**src/rtl/uart_tx_fifo_feeder.sv**
```systemverilog
// Byte FIFO plus send sequencer in front of the UART transmitter.
// Bytes pushed by the producer are queued in a circular buffer and handed to the
// transmitter one at a time over the tx_send/tx_data/tx_sent handshake.
// tx_data stays stable for the whole frame.
// Ports:
//   clk, rst         clock, synchronous active-high reset
//   wr_en, wr_data   push request and byte; ignored (overflow pulse) when full
//   full, empty      registered FIFO status
//   count            bytes stored, excluding the byte in flight
//   overflow         one-cycle pulse after a push was attempted while full
//   busy             high whenever the sequencer is not idle
//   tx_send          one-cycle start strobe to the transmitter
//   tx_data          byte in flight
//   tx_sent          end-of-frame pulse from the transmitter
module uart_tx_fifo_feeder #(
    parameter int unsigned DEPTH  = 16,
    parameter int unsigned ADDR_W = 4
) (
    input  logic              clk,
    input  logic              rst,
    input  logic              wr_en,
    input  logic [7:0]        wr_data,
    output logic              full,
    output logic              empty,
    output logic [ADDR_W:0]   count,
    output logic              overflow,
    output logic              busy,
    output logic              tx_send,
    output logic [7:0]        tx_data,
    input  logic              tx_sent
);

    localparam int unsigned DATA_W = 8;
    localparam int unsigned CNT_W  = ADDR_W + 1;

    typedef enum logic [1:0] {
        IDLE = 2'd0,
        SEND = 2'd1,
        WAIT = 2'd2
    } state_t;

    state_t              state;
    state_t              state_next;
    logic [DATA_W-1:0]   mem [DEPTH];
    logic [ADDR_W-1:0]   wr_ptr;
    logic [ADDR_W-1:0]   rd_ptr;
    logic [CNT_W-1:0]    count_next;
    logic                wr_accept;
    logic                pop;
    logic                busy_next;
    logic                tx_send_next;

    // A pop in the same cycle never frees space for the incoming byte.
    assign wr_accept = wr_en & ~full;

    // State register.
    always_ff @(posedge clk) begin
        if (rst) begin
            state <= IDLE;
        end else begin
            state <= state_next;
        end
    end

    // Next-state logic, pop decision and next values of the Moore outputs.
    always_comb begin
        state_next   = state;
        pop          = 1'b0;
        case (state)
            IDLE: begin
                if (!empty) begin
                    pop        = 1'b1;
                    state_next = SEND;
                end
            end
            SEND: state_next = WAIT;
            WAIT: begin
                if (tx_sent) begin
                    state_next = IDLE;
                end
            end
            default: state_next = IDLE;
        endcase
        busy_next    = (state_next != IDLE);
        tx_send_next = (state_next == SEND);
    end

    // Occupancy update; simultaneous push and pop cancel out.
    always_comb begin
        count_next = count;
        case ({wr_accept, pop})
            2'b10:   count_next = count + CNT_W'(1);
            2'b01:   count_next = count - CNT_W'(1);
            default: count_next = count;
        endcase
    end

    // Pointers, status flags and transmitter-side registers.
    always_ff @(posedge clk) begin
        if (rst) begin
            wr_ptr   <= '0;
            rd_ptr   <= '0;
            count    <= '0;
            full     <= 1'b0;
            empty    <= 1'b1;
            overflow <= 1'b0;
            busy     <= 1'b0;
            tx_send  <= 1'b0;
            tx_data  <= '0;
        end else begin
            count    <= count_next;
            full     <= (count_next == CNT_W'(DEPTH));
            empty    <= (count_next == '0);
            overflow <= wr_en & full;
            busy     <= busy_next;
            tx_send  <= tx_send_next;
            if (wr_accept) begin
                wr_ptr <= wr_ptr + ADDR_W'(1);
            end
            if (pop) begin
                rd_ptr  <= rd_ptr + ADDR_W'(1);
                tx_data <= mem[rd_ptr];
            end
        end
    end

    // Storage array; contents need no reset since the pointers define validity.
    always_ff @(posedge clk) begin
        if (wr_accept && !rst) begin
            mem[wr_ptr] <= wr_data;
        end
    end

endmodule

```
**config.mk**
```make
export PLATFORM = sky130hd
export DESIGN_NAME = uart_tx_fifo_feeder
export DESIGN_NICKNAME = d
export VERILOG_FILES = /design/src/rtl/uart_tx_fifo_feeder.sv
export SDC_FILE = /design/constraint.sdc
export NUM_CORES = 1
export LEC_CHECK = 0
export ABC_AREA = 1
export CAP_MARGIN = 20
export CORE_MARGIN = 5
export CORE_UTILIZATION = 54
export DETAILED_ROUTE_END_ITERATION = 8
export PLACE_DENSITY = 0.75
export SYNTH_ARGS = -nofsm -noshare
export SYNTH_HDL_FRONTEND = slang
export SYNTH_SLANG_ARGS = --single-unit
```
**constraint.sdc**
```tcl
create_clock -name clk -period 1.81 [get_ports clk]
set_clock_uncertainty 0.05 [all_clocks]
set_input_delay 0.362 -clock clk [delete_from_list [all_inputs] [get_ports clk]]
set_output_delay 0.362 -clock clk [all_outputs]
set_load 0.005 [all_outputs]
```
==> out/metrics.csv, run 1 <==
stage,metric,value,unit
synthesis,post-synthesis adder-cell area fraction,1.37,%
worst_setup_path,maximum fanout encountered on the critical timing path,4,
floorplanning,Total Die Area,0.0141,mm2
detailed_routing,number of violations reported at the end of detailed-routing iteration 0,532,
synthesis,synthesized netlist net count,560,
run_status,failing checks,negative setup slack,
grt,number of antenna violations at the first check in global routing,0,
cells_and_area,final design area excluding fillers,0.00788,mm2
worst_setup_path,start-to-end type of the worst setup path,flip-flop to flip-flop,
detailed_routing,count of unresolved DRC violations after routing,0,
sta,total setup violations reported at the end of the flow,3,
floorplanning,horizontal die dimension,119,um
placed_design,Port Buffer Count,29,
placed_design,dpl cell area,0.00713,mm2
power_and_ir_drop,Pwr per Cell Area,1420,mW/mm2
sta,setup TNS,-0.143,ns
floorplanning,core region area,0.0115,mm2
worst_setup_path,"critical path, cell by cell",nor2_4 -> buf_4 -> nand2_2 -> inv_2 -> ha_4 -> nand2_1 -> o21ai_1 -> o21bai_1 -> nand2_1 -> nand3_2 -> nand3_2 -> o21bai_1,
worst_setup_path,startpoint kind of the worst setup timing path,flip-flop,
detailed_routing,average wire per cell in the routed design,19.0,um
worst_setup_path,"Buf+Inv Stages, Crit Path",2,
synthesis,share of the synthesized netlist area taken by xor and xnor gates,0.392,%
detailed_routing,number of detailed-routing iterations run before antenna repair,6,
clock_network,later-pin clock latency in the skew report,0.42,ns
hold_path,Hold WC Path Type,input pin to flip-flop,
worst_setup_path,top cell family by delay on the critical path,simple AND/OR/NAND/NOR gates,
detailed_routing,ANT nets after route,0,
worst_setup_path,peak per-stage delay on the critical path,0.34,ns
worst_setup_path,arrival time at the worst endpoint,2.17,ns
power_and_ir_drop,Static Leak,2.82,nW
cells_and_area,"most common cell after layout, fill and taps aside",sky130_fd_sc_hd__edfxtp_1,
worst_setup_path,element type at the critical path end,flip-flop,
grt,largest net degree at the start of global routing,51,
sta,top achievable clock speed,536,MHz
clock_network,clock root buffer,sky130_fd_sc_hd__clkbuf_16,
cells_and_area,fraction of layout instances using a drive strength above 1,21.2,%
worst_setup_path,Levels on crit path,12,
power_and_ir_drop,Max VDD drop,0.00117,V
synthesis,total of flip-flops plus latches after synthesis,156,
floorplanning,ports placed on the boundary,30,
clock_network,CTS Buffer Depth,2,
cells_and_area,"leading cell types in the layout, fill and taps excluded","128 x sky130_fd_sc_hd__edfxtp_1, 98 x sky130_fd_sc_hd__nor2_1, 55 x sky130_fd_sc_hd__buf_4, 46 x sky130_fd_sc_hd__o21ai_1",
cells_and_area,count of inserted antenna diode cells,0,
sta,Tcrit/Tclk final,103,%
worst_setup_path,crit path max-delay cell type,sky130_fd_sc_hd__dfxtp_2,
sta,final count of hold timing violations,0,
sta,final count of pins violating max slew,0,
synthesis,proportion of synthesized chip area in sequential cells,68.9,%
sta,RSZ-0062 raised after global routing,true,
grt,global-route congestion overflow total,0,
synthesis,fraction of the mapped netlist area in simple logic gates,12.7,%
synthesis,number of library cell types mapped by synthesis,32,
clock_network,clock tree from TritonCTS,yes,
worst_setup_path,Critical Path RT,2.11,ns
floorplanning,# rows,39,
grt,vias in the first global route,4476,
sta,headroom to the max-slew limit,58.9,%
clock_network,clock-pin slew of the registers on the worst-case setup and hold paths,0.06,ns
synthesis,combinational family with the most area after synthesis,simple AND/OR/NAND/NOR gates,
synthesis,combined area of all synthesized cells,0.00639,mm2
run,reported max-cap violation count,0,
placed_design,RePlAce Congestion,0.918,
synthesis,"Avg Cell Area, Syn",11.8,um2
placed_design,pre-CTS setup slack,-0.454,ns
cells_and_area,synthesis-to-layout area growth,23.2,%
detailed_routing,via-per-instance ratio,5.78,
synthesis,post-synthesis compound-gate area fraction,11.6,%
grt,first-pass GRT wire length,22900,um
sta,final critical-path setup slack,-0.0571,ns
cells_and_area,utilization after layout,68.4,%
grt,global-route usage over all layers,21.4,%
floorplanning,initial cell density of the core,55.5,%
synthesis,fraction of synthesized area in multiplexers,0,%
hold_path,number of stages on the worst hold path,3,
clock_network,clock buffer count from CTS,17,
detailed_routing,via total after detailed routing,4481,
clock_network,clock sink total,156,
detailed_routing,WL final,14700,um
cells_and_area,nets,638,
worst_setup_path,cell depth of the worst flop-to-flop path,12,
sta,post-route minimum period,1.87,ns
run_status,result of the run,"complete, but fails checks",
synthesis,warning count from the yosys run,0,
synthesis,post-synthesis cell count,541,
clock_network,CTS H-tree depth,4,
placed_design,placed wire-length estimate,8970,um
cells_and_area,number of fill cells,794,
sta,slew at the pin closest to its max-slew limit,0.614,ns
floorplanning,vertical die dimension,119,um
==> synth_stat cells, drive strengths merged <==
cell type / count / area [um2]
a21oi: 9 / 45.0
buf: 25 / 160
clkbuf: 4 / 15.0
clkinv: 2 / 8.75
dfxtp: 28 / 561
edfxtp: 128 / 3840
ha: 7 / 87.6
inv: 36 / 135
nand2: 32 / 135
nand3: 37 / 203
nand3b: 1 / 7.51
nand4: 3 / 25.0
nor2: 103 / 394
nor3: 10 / 50.1
o211ai: 24 / 180
o21ai: 72 / 360
o21bai: 2 / 15.0
o221ai: 16 / 140
xor2: 2 / 25.0
==> cells by family after synthesis <==
family,Yosys count
fa+ha+maj,7
compound gates,123
simple gates,186
xor+xnor,2
flops,156
buf+inv,67
==> worst register-to-register path, stage by stage, from the launching register on <==
cell and delay (ns):
sky130_fd_sc_hd__dfxtp_2 0.34, sky130_fd_sc_hd__nor2_4 0.17, sky130_fd_sc_hd__buf_4 0.14, sky130_fd_sc_hd__nand2_2 0.05, sky130_fd_sc_hd__inv_2 0.07, sky130_fd_sc_hd__ha_4 0.13, sky130_fd_sc_hd__nand2_1 0.08, sky130_fd_sc_hd__o21ai_1 0.23
sky130_fd_sc_hd__o21bai_1 0.15, sky130_fd_sc_hd__nand2_1 0.08, sky130_fd_sc_hd__nand3_2 0.08, sky130_fd_sc_hd__nand3_2 0.09, sky130_fd_sc_hd__o21bai_1 0.14
==> per-layer routing <==
layer | global-route usage, % | wire length, um | share of wire (%)
met1 | 26.1 | 5750 | 39
met3 | 5.30 | 1200 | 8.1
met4 | 8.33 | 363 | 2.5
met5 | 0 | 0 | 0
met2 | 36.7 | 7400 | 50
==> state kept, by name, indices dropped and copies added (netlist names) <==
signal    cells
tx_data       8
full          1
state         2
busy          1
rd_ptr        4
count         5
tx_send       1
empty         1
overflow      1
mem         128
wr_ptr        4
==> power by group <==
group / internal, W / total (W) / switching (W)
combinational: 0.00140 / 0.00337 / 0.00197
sequential: 0.00412 / 0.00430 / 0.000175
clock: 0.00219 / 0.00352 / 0.00134
total: 0.00771 / 0.0112 / 0.00348
==> final timing paths <==
path | startpoint | end | slack, ns
worst max register to register | state[0] | empty | -0.06
worst min register to register | full | overflow | 0.41
worst min-delay path | wr_en | overflow | 0.31
worst max-delay path | state[0] | empty | -0.06
==> per-stage QoR <==
stage	hold WS (ns)	cells	total power, W
floorplan	0.396	541	0.00633
detailed placement	0.403	736	0.00747
global route	0.332	775	0.0118
global placement	0.411	736	0.00737
CTS	0.290	774	0.0110
finish	0.307	775	0.0112
==> what timing repair did <==
item	CTS	global route
buffers inserted	6	2
pin swaps	5	10
setup endpoints to repair	10	28
hold endpoints to repair	0	0
hold buffers	0	0
resized for setup	7	24
==> layout make-up <==
cell class	instances	area (um2)	share of cell area [%]
flip-flops and latches	156	4410	56.0
well taps	143	179	2.27
multi-input cells	318	1770	22.4
repair buffers	88	782	9.93
clock inverters	13	150	1.91
inverters	38	144	1.83
clock buffers	19	443	5.62
No activity file was read; power rests on OpenSTA's default activity.
==> run 2, diff against run 1 <==
- SKIP_LAST_GASP: not set -> 1
==> run 2 against run 1 <==
  * The flow still finishes with violations (negative setup slack)
  * Routed wire length rose by 0.48%
  * Maximum frequency down 0.16%
  * Clock power is essentially flat
  * Utilization about the same
  * Register-to-register slack hardly changed
  * Cell count unchanged
  * First-iteration DRC count rose by 13%
  * Sequential power hardly changed
  * Final area hardly changed
  * Combinational power is essentially flat
==> out/metrics.csv, run 2 (synthesis results as in run 1) <==
stage,metric,value,unit,change
cells_and_area,"leading cell types in the layout, fill and taps excluded","128 x sky130_fd_sc_hd__edfxtp_1, 99 x sky130_fd_sc_hd__nor2_1, 55 x sky130_fd_sc_hd__buf_4, 46 x sky130_fd_sc_hd__o21ai_1",,"was 128 x sky130_fd_sc_hd__edfxtp_1, 98 x sky130_fd_sc_hd__nor2_1, 55 x sky130_fd_sc_hd__buf_4, 46 x sky130_fd_sc_hd__o21ai_1"
sta,headroom to the max-slew limit,59.7,%,was 58.9%
detailed_routing,number of violations reported at the end of detailed-routing iteration 0,602,,was 532
clock_network,clock sink total,156,,unchanged
sta,final count of pins violating max slew,0,,unchanged
worst_setup_path,end of the critical path,empty,,unchanged
clock_network,CTS Buffer Depth,2,,unchanged
cells_and_area,non-filler instance count after layout,775,,unchanged
worst_setup_path,cell depth of the worst flop-to-flop path,12,,unchanged
hold_path,Hold WC Path Type,input pin to flip-flop,,unchanged
run,reported max-cap violation count,0,,unchanged
sta,slew at the pin closest to its max-slew limit,0.603,ns,was 0.614 ns
floorplanning,initial cell density of the core,55.5,%,unchanged
sta,top achievable clock speed,535,MHz,was 536 MHz
floorplanning,ports placed on the boundary,30,,unchanged
sta,Tcrit/Tclk final,103,%,about the same
grt,global-route congestion overflow total,0,,unchanged
cells_and_area,"flip-flop count of the largest register, all copies and words added",128,,unchanged
worst_setup_path,launch point of the critical path,state[0],,unchanged
run_status,failing checks,negative setup slack,,unchanged
run_status,result of the run,"complete, but fails checks",,unchanged
grt,vias in the first global route,4476,,unchanged
power_and_ir_drop,share of power burned in the clock network,31.5,%,about the same
clock_network,CTS H-tree depth,4,,unchanged
detailed_routing,WL final,14800,um,was 14700 um
floorplanning,horizontal die dimension,119,um,unchanged
power_and_ir_drop,Gate power share,30.1,%,about the same
worst_setup_path,arrival time at the worst endpoint,2.17,ns,about the same
detailed_routing,via total after detailed routing,4497,,was 4481
sta,final count of hold timing violations,0,,unchanged
sta,total setup violations reported at the end of the flow,3,,unchanged
cells_and_area,utilization after layout,68.4,%,about the same
power_and_ir_drop,switching pwr,0.00349,W,was 0.00348 W
worst_setup_path,startpoint kind of the worst setup timing path,flip-flop,,unchanged
floorplanning,Total Die Area,0.0141,mm2,unchanged
clock_network,clock tree from TritonCTS,yes,,unchanged
power_and_ir_drop,Static Leak,2.82,nW,about the same
worst_setup_path,Critical Path RT,2.11,ns,about the same
grt,first-pass GRT wire length,22900,um,unchanged
power_and_ir_drop,internal power summed over all cells,0.00770,W,was 0.00771 W
power_and_ir_drop,power share of the sequential group,38.4,%,about the same
clock_network,clock-pin slew of the registers on the worst-case setup and hold paths,0.06,ns,about the same
cells_and_area,nets,638,,unchanged
sta,post-route minimum period,1.87,ns,about the same
sta,final critical-path setup slack,-0.0601,ns,was -0.0571 ns
detailed_routing,count of unresolved DRC violations after routing,0,,unchanged
worst_setup_path,reg2reg end,empty,,unchanged
cells_and_area,fraction of layout instances using a drive strength above 1,20.9,%,was 21.2%
worst_setup_path,element type at the critical path end,flip-flop,,unchanged
placed_design,placed wire-length estimate,8970,um,unchanged
placed_design,count of placed standard cells including taps,736,,unchanged
worst_setup_path,R2R setup slack,-0.06,ns,about the same
grt,largest net degree at the start of global routing,51,,unchanged
grt,number of antenna violations at the first check in global routing,0,,unchanged
placed_design,Port Buffer Count,29,,unchanged
detailed_routing,via-per-instance ratio,5.80,,was 5.78
worst_setup_path,maximum fanout encountered on the critical timing path,4,,unchanged
power_and_ir_drop,Pwr per Cell Area,1420,mW/mm2,about the same
placed_design,pre-CTS setup slack,-0.454,ns,unchanged
cells_and_area,registers with the most flip-flops,"mem x128, tx_data x8, count x5",,unchanged
detailed_routing,average wire per cell in the routed design,19.1,um,was 19.0 um
worst_setup_path,beginning of the worst register-to-register path,state[0],,unchanged
worst_setup_path,start-to-end type of the worst setup path,flip-flop to flip-flop,,unchanged
cells_and_area,"most common cell after layout, fill and taps aside",sky130_fd_sc_hd__edfxtp_1,,unchanged
floorplanning,vertical die dimension,119,um,unchanged
detailed_routing,number of detailed-routing iterations run before antenna repair,5,,was 6
power_and_ir_drop,fraction of power spent switching nets,31.2,%,was 31.1%
clock_network,later-pin clock latency in the skew report,0.42,ns,about the same
floorplanning,# rows,39,,unchanged
cells_and_area,count of inserted antenna diode cells,0,,unchanged
grt,global-route usage over all layers,21.4,%,unchanged
placed_design,RePlAce Congestion,0.918,,unchanged
floorplanning,core region area,0.0115,mm2,unchanged
sta,setup TNS,-0.125,ns,was -0.143 ns
hold_path,hold wc startpoint,wr_en,,unchanged
clock_network,clock root buffer,sky130_fd_sc_hd__clkbuf_16,,unchanged
cells_and_area,register with the highest flop count,mem,,unchanged
clock_network,clock buffer count from CTS,17,,unchanged
cells_and_area,synthesis-to-layout area growth,23.2,%,about the same
detailed_routing,ANT nets after route,0,,unchanged
sta,RSZ-0062 raised after global routing,true,,unchanged
power_and_ir_drop,Max VDD drop,0.00121,V,was 0.00117 V
==> run 2: worst min-delay path by stage <==
| stage | to | slack (ns) | cells after the start |
|---|---|---|---|
| 2_1_floorplan | overflow | 0.40 | 2 |
| 5_1_grt | overflow | 0.33 | 3 |
| 3_3_place_gp | overflow | 0.41 | 2 |
| 3_5_place_dp | overflow | 0.40 | 2 |
| 4_1_cts | overflow | 0.29 | 3 |
| 6_report | overflow | 0.31 | 3 |
==> run 2: layout make-up <==
class	count	area [um2]
Inverter	38	144
Timing Repair Buffer	88	782
Fill cell	792	3640
Sequential cell	156	4410
Multi-Input combinational cell	318	1760
Clock inverter	13	150
Tap cell	143	179
Clock buffer	19	443
==> run 2: critical path: stages, from the launching register on <==
cell                       delay [ns]
sky130_fd_sc_hd__dfxtp_2         0.34
sky130_fd_sc_hd__nor2_4          0.17
sky130_fd_sc_hd__buf_4           0.14
sky130_fd_sc_hd__nand2_2         0.05
sky130_fd_sc_hd__inv_2           0.07
sky130_fd_sc_hd__ha_4            0.13
sky130_fd_sc_hd__nand2_1         0.08
sky130_fd_sc_hd__o21ai_1         0.23
sky130_fd_sc_hd__o21bai_1        0.15
sky130_fd_sc_hd__nand2_1         0.08
sky130_fd_sc_hd__nand3_2         0.08
sky130_fd_sc_hd__nand3_2         0.09
sky130_fd_sc_hd__o21bai_1        0.14
==> run 2: per-layer routing <==
layer  wire length (um)  GRT usage [%]  vias up
li1                   -              -     2111
met1               5860           26.1     2152
met2               7410           36.7      206
met3               1150           5.30       28
met4                361           8.33        0
met5                  0              0        -
==> run 2: power groups by stage <==
stage / clock (W) / sequential (W) / combinational [W]
6_report: 0.00353 / 0.00430 / 0.00337
5_1_grt: 0.00373 / 0.00432 / 0.00371
4_1_cts: 0.00355 / 0.00428 / 0.00320
3_5_place_dp: 0 / 0.00435 / 0.00312
3_3_place_gp: 0 / 0.00434 / 0.00303
2_1_floorplan: 0 / 0.00434 / 0.00198
==> run 2: timing repair <==
| item | in CTS | in global routing |
|---|---|---|
| setup buffers | 6 | 2 |
| setup endpoints to repair | 10 | 28 |
| gates resized for setup | 7 | 22 |
| pin swaps | 5 | 10 |
| cloned | 0 | 0 |
| hold buffers | 0 | 0 |
==> run 2: stage by stage <==
step                      hold slack [ns]  total power, W  area, um2
after global routing                0.332          0.0118       7870
after global placement              0.411         0.00737       7130
after floorplan                     0.396         0.00633       6400
after detailed placement            0.403         0.00747       7130
final                               0.311          0.0112       7870
after CTS                           0.290          0.0110       7780
